--- config.mk ---
export PLATFORM = sky130hd
export DESIGN_NAME = sata_link_rx_framer
export DESIGN_NICKNAME = d
export VERILOG_FILES = /design/src/rtl/sata_link_rx_framer.sv
export SDC_FILE = /design/constraint.sdc
export NUM_CORES = 1
export LEC_CHECK = 0
export ABC_AREA = 0
export CAP_MARGIN = 20
export CORE_ASPECT_RATIO = 0.8
export CORE_MARGIN = 2
export CORE_UTILIZATION = 53
export CTS_CLUSTER_SIZE = 40
export DETAILED_ROUTE_END_ITERATION = 6
export PLACE_DENSITY = 0.89
export SYNTH_ARGS = -nofsm -noshare
export SYNTH_HDL_FRONTEND = slang
export SYNTH_SLANG_ARGS = --single-unit
--- constraint.sdc ---
create_clock -name clk -period 2.59 [get_ports clk]
set_input_delay 0.518 -clock clk [delete_from_list [all_inputs] [get_ports clk]]
set_output_delay 0.518 -clock clk [all_outputs]
set_load 0.02 [all_outputs]
--- src/rtl/sata_link_rx_framer.sv ---
// SATA link RX framer: decodes primitives (with CONT/ALIGN handling) and extracts
// frame payload+CRC between SOF and EOF, releasing each dword one event late.
module sata_link_rx_framer #(
   parameter int unsigned MAXDWORDS = 2049
) (
   input  logic        clk,
   input  logic        reset,
   input  logic [31:0] phy_dat,
   input  logic        phy_isk,
   input  logic        phy_val,
   output logic [31:0] rx_dat,
   output logic        rx_val,
   output logic        rx_eop,
   output logic [3:0]  line_prim,
   output logic        line_prim_val,
   output logic        in_frame,
   output logic        stat_abort,
   output logic        stat_short
);

   localparam int unsigned CW = $clog2(MAXDWORDS + 1);

   localparam logic [3:0] PrimData  = 4'd0;
   localparam logic [3:0] PrimSof   = 4'd1;
   localparam logic [3:0] PrimEof   = 4'd2;
   localparam logic [3:0] PrimHold  = 4'd3;
   localparam logic [3:0] PrimHolda = 4'd4;
   localparam logic [3:0] PrimSync  = 4'd5;
   localparam logic [3:0] PrimXrdy  = 4'd6;
   localparam logic [3:0] PrimRrdy  = 4'd7;
   localparam logic [3:0] PrimRip   = 4'd8;
   localparam logic [3:0] PrimRok   = 4'd9;
   localparam logic [3:0] PrimRerr  = 4'd10;
   localparam logic [3:0] PrimWtrm  = 4'd11;
   localparam logic [3:0] PrimDmat  = 4'd12;
   localparam logic [3:0] PrimUnk   = 4'd15;

   typedef enum logic [0:0] {StIdle, StFrame} state_e;

   state_e         state_q, state_d;
   logic           cont_q, cont_d;
   logic [3:0]     last_prim_q, last_prim_d;
   logic [31:0]    buf_dat_q, buf_dat_d;
   logic           buf_full_q, buf_full_d;
   logic [CW-1:0]  cnt_q, cnt_d;
   logic [31:0]    rx_dat_q, rx_dat_d;
   logic           rx_val_q, rx_val_d;
   logic           rx_eop_q, rx_eop_d;
   logic [3:0]     line_prim_q, line_prim_d;
   logic           line_prim_val_q, line_prim_val_d;
   logic           stat_abort_q, stat_abort_d;
   logic           stat_short_q, stat_short_d;

   logic [3:0]     prim_code;
   logic           is_align;
   logic           is_cont;

   always_comb begin
      prim_code = PrimUnk;
      is_align  = 1'b0;
      is_cont   = 1'b0;
      case (phy_dat)
         32'h3737B57C: prim_code = PrimSof;
         32'hD5D5B57C: prim_code = PrimEof;
         32'hD5D5AA7C: prim_code = PrimHold;
         32'h9595AA7C: prim_code = PrimHolda;
         32'h9999AA7C: is_cont   = 1'b1;
         32'h7B4A4ABC: is_align  = 1'b1;
         32'hB5B5957C: prim_code = PrimSync;
         32'h5757B57C: prim_code = PrimXrdy;
         32'h4A4A957C: prim_code = PrimRrdy;
         32'h5555B57C: prim_code = PrimRip;
         32'h3535B57C: prim_code = PrimRok;
         32'h5656B57C: prim_code = PrimRerr;
         32'h5858B57C: prim_code = PrimWtrm;
         32'h3636B57C: prim_code = PrimDmat;
         default:      prim_code = PrimUnk;
      endcase
   end

   always_comb begin
      state_d         = state_q;
      cont_d          = cont_q;
      last_prim_d     = last_prim_q;
      buf_dat_d       = buf_dat_q;
      buf_full_d      = buf_full_q;
      cnt_d           = cnt_q;
      rx_dat_d        = rx_dat_q;
      rx_val_d        = 1'b0;
      rx_eop_d        = 1'b0;
      line_prim_d     = line_prim_q;
      line_prim_val_d = 1'b0;
      stat_abort_d    = 1'b0;
      stat_short_d    = 1'b0;

      if (phy_val && phy_isk) begin
         if (is_cont) begin
            cont_d          = 1'b1;
            line_prim_d     = last_prim_q;
            line_prim_val_d = 1'b1;
         end else if (!is_align) begin
            cont_d          = 1'b0;
            last_prim_d     = prim_code;
            line_prim_d     = prim_code;
            line_prim_val_d = 1'b1;
            if (state_q == StIdle) begin
               if (prim_code == PrimSof) begin
                  state_d    = StFrame;
                  cnt_d      = '0;
                  buf_full_d = 1'b0;
               end
            end else begin
               if (prim_code == PrimEof) begin
                  if (buf_full_q) begin
                     rx_val_d = 1'b1;
                     rx_dat_d = buf_dat_q;
                     rx_eop_d = 1'b1;
                  end else begin
                     stat_short_d = 1'b1;
                  end
                  buf_full_d = 1'b0;
                  state_d    = StIdle;
               end else if (prim_code == PrimSync || prim_code == PrimSof) begin
                  // A nested SOF aborts the current frame and opens a fresh one.
                  if (buf_full_q) begin
                     rx_val_d = 1'b1;
                     rx_dat_d = buf_dat_q;
                     rx_eop_d = 1'b1;
                  end
                  stat_abort_d = 1'b1;
                  buf_full_d   = 1'b0;
                  cnt_d        = '0;
                  state_d      = (prim_code == PrimSof) ? StFrame : StIdle;
               end
            end
         end
      end else if (phy_val) begin
         line_prim_val_d = 1'b1;
         if (cont_q) begin
            line_prim_d = last_prim_q;
         end else begin
            line_prim_d = PrimData;
            if (state_q == StFrame) begin
               if (cnt_q == CW'(MAXDWORDS)) begin
                  rx_val_d     = 1'b1;
                  rx_dat_d     = buf_dat_q;
                  rx_eop_d     = 1'b1;
                  stat_abort_d = 1'b1;
                  buf_full_d   = 1'b0;
                  state_d      = StIdle;
               end else begin
                  if (buf_full_q) begin
                     rx_val_d = 1'b1;
                     rx_dat_d = buf_dat_q;
                  end
                  buf_dat_d  = phy_dat;
                  buf_full_d = 1'b1;
                  cnt_d      = cnt_q + CW'(1);
               end
            end
         end
      end
   end

   always_ff @(posedge clk or negedge reset) begin
      if (!reset) begin
         state_q         <= StIdle;
         cont_q          <= 1'b0;
         last_prim_q     <= PrimSync;
         buf_dat_q       <= '0;
         buf_full_q      <= 1'b0;
         cnt_q           <= '0;
         rx_dat_q        <= '0;
         rx_val_q        <= 1'b0;
         rx_eop_q        <= 1'b0;
         line_prim_q     <= PrimSync;
         line_prim_val_q <= 1'b0;
         stat_abort_q    <= 1'b0;
         stat_short_q    <= 1'b0;
      end else begin
         state_q         <= state_d;
         cont_q          <= cont_d;
         last_prim_q     <= last_prim_d;
         buf_dat_q       <= buf_dat_d;
         buf_full_q      <= buf_full_d;
         cnt_q           <= cnt_d;
         rx_dat_q        <= rx_dat_d;
         rx_val_q        <= rx_val_d;
         rx_eop_q        <= rx_eop_d;
         line_prim_q     <= line_prim_d;
         line_prim_val_q <= line_prim_val_d;
         stat_abort_q    <= stat_abort_d;
         stat_short_q    <= stat_short_d;
      end
   end

   assign rx_dat        = rx_dat_q;
   assign rx_val        = rx_val_q;
   assign rx_eop        = rx_eop_q;
   assign line_prim     = line_prim_q;
   assign line_prim_val = line_prim_val_q;
   assign in_frame      = (state_q == StFrame);
   assign stat_abort    = stat_abort_q;
   assign stat_short    = stat_short_q;

endmodule

==> summary.txt <==
Timing
  • Final Worst Setup Slack: -0.0889 ns
  • Worst slew margin: approximately 55%
  • Final setup viols: 26
  • Worst Skew: 0.00776 ns
  • Pin slew with the least headroom to its limit: around 0.7 ns
  • Min Clock Period, post-route: 2.68 ns
  • Fin crit share: 103%
  • Slew Viols, Final: 0
  • RSZ-0062 raised after global routing: yes
  • Fmax: 373 MHz
  • Setup TNS: -1.49 ns
  • Hold Violations, Final: 0

Synth
  • Unique masters post-synth: 58
  • Yosys reg bits: 92
  • Top cell type's share of synthesized area: 47.1%
  • Mapped Area: approximately 4700 um2
  • Share of synthesized registers carrying an async set or reset: 100%
  • Synth warnings: 0
  • Cells taking the most area after synthesis: dfrtp_1 (47%), mux2_4 (9.3%), nand2_1 (9.1%)
  • Number of synthesized flops with an enable pin: 0
  • Gate Count Post-Synth: 441
  • Register area share after synthesis: about half
  • Avg Inst Size Synth: 10.6 um2
  • Dominant register cell in the synthesized netlist: dfrtp_1
  • Syn nets: 479
  • Area leader, netlist: dfrtp_1

Power
  • Leakage Power: ~3.3 nW
  • Worst VDD drop: roughly 0.43 mV
  • PwrDens: 411 nW/um2
  • Tot Pwr: 2.84 mW

Die
  • DIE HEIGHT: 88.0 um
  • Core ar.: approximately 8500 um2
  • Die width: 109 um
  • Std-Cell Rows: 30
  • Die area: 9590 um2
  • Initial Util: 54.8%
  • # IOs: 78

Drt
  • # DRC: 0
  • DRT iter0 DRCs: 399
  • Total wire length: 16.0 mm
  • WL/cell: 21.2 um
  • Via count: around 4600
  • Antenna Violating Nets Remaining: 0
  • DR vias/cell: 6.13
  • First-pass DRT Iterations: 5

Worst setup path
  • Worst setup SP type: primary input
  • Crit-path cells: buf_2 > and4bb_4 > nand4_1 > buf_4 > nor3_4 > a2111o_2 > and4b_1 > o21a_4 > buf_8 > buf_12 > mux2_4
  • Arrival @ worst endpoint: 2.94 ns
  • CP Max Fanout: 7
  • Crit. End Element: flop
  • Worst Path Required: roughly 2.9 ns
  • Crit Path Category: primary input to flop
  • Critical Path Start: phy_dat[27]
  • Max incr delay on CP: 0.43 ns
  • Critical-path top delay cell: and4bb_4
  • Reg2reg path depth: 9
  • R2R Path Start: cnt_q[6]$_DFFE_PN0P_

Clock network
  • TritonCTS clock tree: yes
  • Clock sink count: 92
  • Root Buffer: clkbuf_8
  • Number of hold buffers added after CTS: 0
  • Insertion delay to the later sink of the worst-skew pair: 0.37 ns
  • Clk pin slew, worst setup/hold paths: 0.09 ns
  • Cts bufs inserted: 9
  • H-tree Lvls: 3
  • CTS Buffer Depth: 2

Hold path
  • Worst min path class: primary input to async pin

Finish
  • Ant. Diodes: 0
  • Layout area overhead: 48.0%
  • Share of cells above drive strength 1: roughly 40%
  • Post-Layout Cell Count: ~760
  • Core Util, Final: between 80% and 90%
  • NumNets Final: roughly 680
  • Fill cells: between 400 and 500

Global routing
  • Antenna violations before repair: 0
  • Grt ovf: 0
  • First-pass GRT wire length: about 24 mm
  • Global-route usage over all layers: about a third
  • Vias in the first global route: roughly 4700
  • Pin count of the biggest net entering global routing: 49

Place
  • Dpl ws: -0.814 ns
  • Dpl cells: 703
  • Port Buffer Count: 77
  • Placer Congestion: between 0.8 and 0.9
  • DP Wirelength: 9.59 mm

Run
  • Maxcap violations: 0

Run status
  • Outcome: finished with violations
  • Violated checks: negative setup slack
[cell type report]
cell class                 instances  area [um2]  area share (%)
timing repair buffer             202        1750            25.3
multi-input combinational        330        2480            35.8
inverter                           3        11.3           0.163
sequential                        92        2310            33.4
tap                              112         140            2.03
clock inverter                     5        81.3            1.18
clock buffer                      11         151            2.19
[cell families after synthesis]
| logic type | synth area share, % |
|---|---|
| AO/OA/AOI/OAI | 11.0 |
| adder cells (fa/ha/maj) | 0.536 |
| buffers and inverters | 3.05 |
| flip-flops | 49.4 |
| multiplexers | 11.5 |
| AND/OR/NAND/NOR | 24.6 |
[final timing paths]
path | end | slack, ns
setup / recovery | rx_dat[11]$_DFFE_PN0P_ | -0.09
hold / removal | stat_short$_DFF_PN0_ | 0.15
setup reg to reg | rx_dat[11]$_DFFE_PN0P_ | 0.23
hold reg to reg | buf_dat_q[31]$_DFFE_PN0P_ | 0.49
max in group asynchronous | buf_dat_q[8]$_DFFE_PN0P_ | 1.78
min in group clk | buf_dat_q[18]$_DFFE_PN0P_ | 0.35
[critical path: cells and delay by family]
family / cells / cell delay (ns)
simple gates: 4 / 1.06
buf+inv: 4 / 0.62
compound gates: 2 / 0.42
mux: 1 / 0.31
[layer usage]
metal / vias to the layer above / GRT usage, % / wire length, um
li1: 2008 / - / -
met1: 2264 / 41.1 / 6220
met2: 280 / 56.7 / 7730
met3: 75 / 7.81 / 1320
met4: 0 / 14.9 / 770
met5: - / 0 / 0
[flip-flops by register name, indices dropped and copies added (netlist names)]
name / flops
buf_dat_q: 32
rx_dat: 32
cnt_q: 12
last_prim_q: 4
line_prim: 4
buf_full_q: 1
cont_q: 1
in_frame: 1
line_prim_val: 1
rx_eop: 1
rx_val: 1
stat_abort: 1
stat_short: 1
[cell usage after synthesis, types with 6 or more instances]
cell type and instances:
nand2_1 113, clkbuf_1 9, nor2_1 21, a21oi_1 22, mux2_2 8, o21a_1 8, nand4_1 10, nor4_1 9
nor3_1 11, nand3_1 9, o21ai_0 6, dfrtp_1 88, mux2_4 29, and4bb_2 6
[power by group]
part	leakage [nW]	switching, mW	internal [mW]	total [mW]
clock network	0.116	0.537	0.599	1.14
logic	1.94	0.140	0.116	0.256
registers	1.26	0.00420	1.44	1.45
[through the flow]
stage / cell area, um2 / hold WS, ns
floorplan: 4680 / 0.222
global placement: 6170 / 0.455
detailed placement: 6170 / 0.463
CTS: 6840 / 0.166
global route: 6920 / 0.198
finish: 6920 / 0.151
[repair_timing]
item,CTS,global route
setup buffers,26,11
gates cloned,5,0
endpoints found under the setup margin,57,51
resized for setup,118,60
pin swaps,22,31
[cells in the final DEF, fill, tap and decap left out, types with 3 or more instances in the layout]
master / count
dfstp_2: 4
inv_1: 3
nand3_1: 6
buf_2: 8
dfrtp_1: 88
clkbuf_8: 11
nand2_1: 112
mux2_2: 6
mux2_4: 31
a21o_1: 4
nor4_1: 5
buf_4: 116
buf_6: 7
and4bb_2: 6
nand4_1: 10
o21ai_0: 4
buf_16: 3
and4_1: 4
nor4_4: 3
clkbuf_2: 11
buf_8: 3
dlygate4sd2_1: 4
buf_12: 4
o31ai_1: 3
nor3_2: 6
and3_1: 5
and4bb_4: 3
clkdlybuf4s50_1: 44
a21oi_1: 21
nor2_1: 19
a31oi_1: 5
o21a_1: 7
nor3_1: 4
Power figures use the tool's default switching activity.
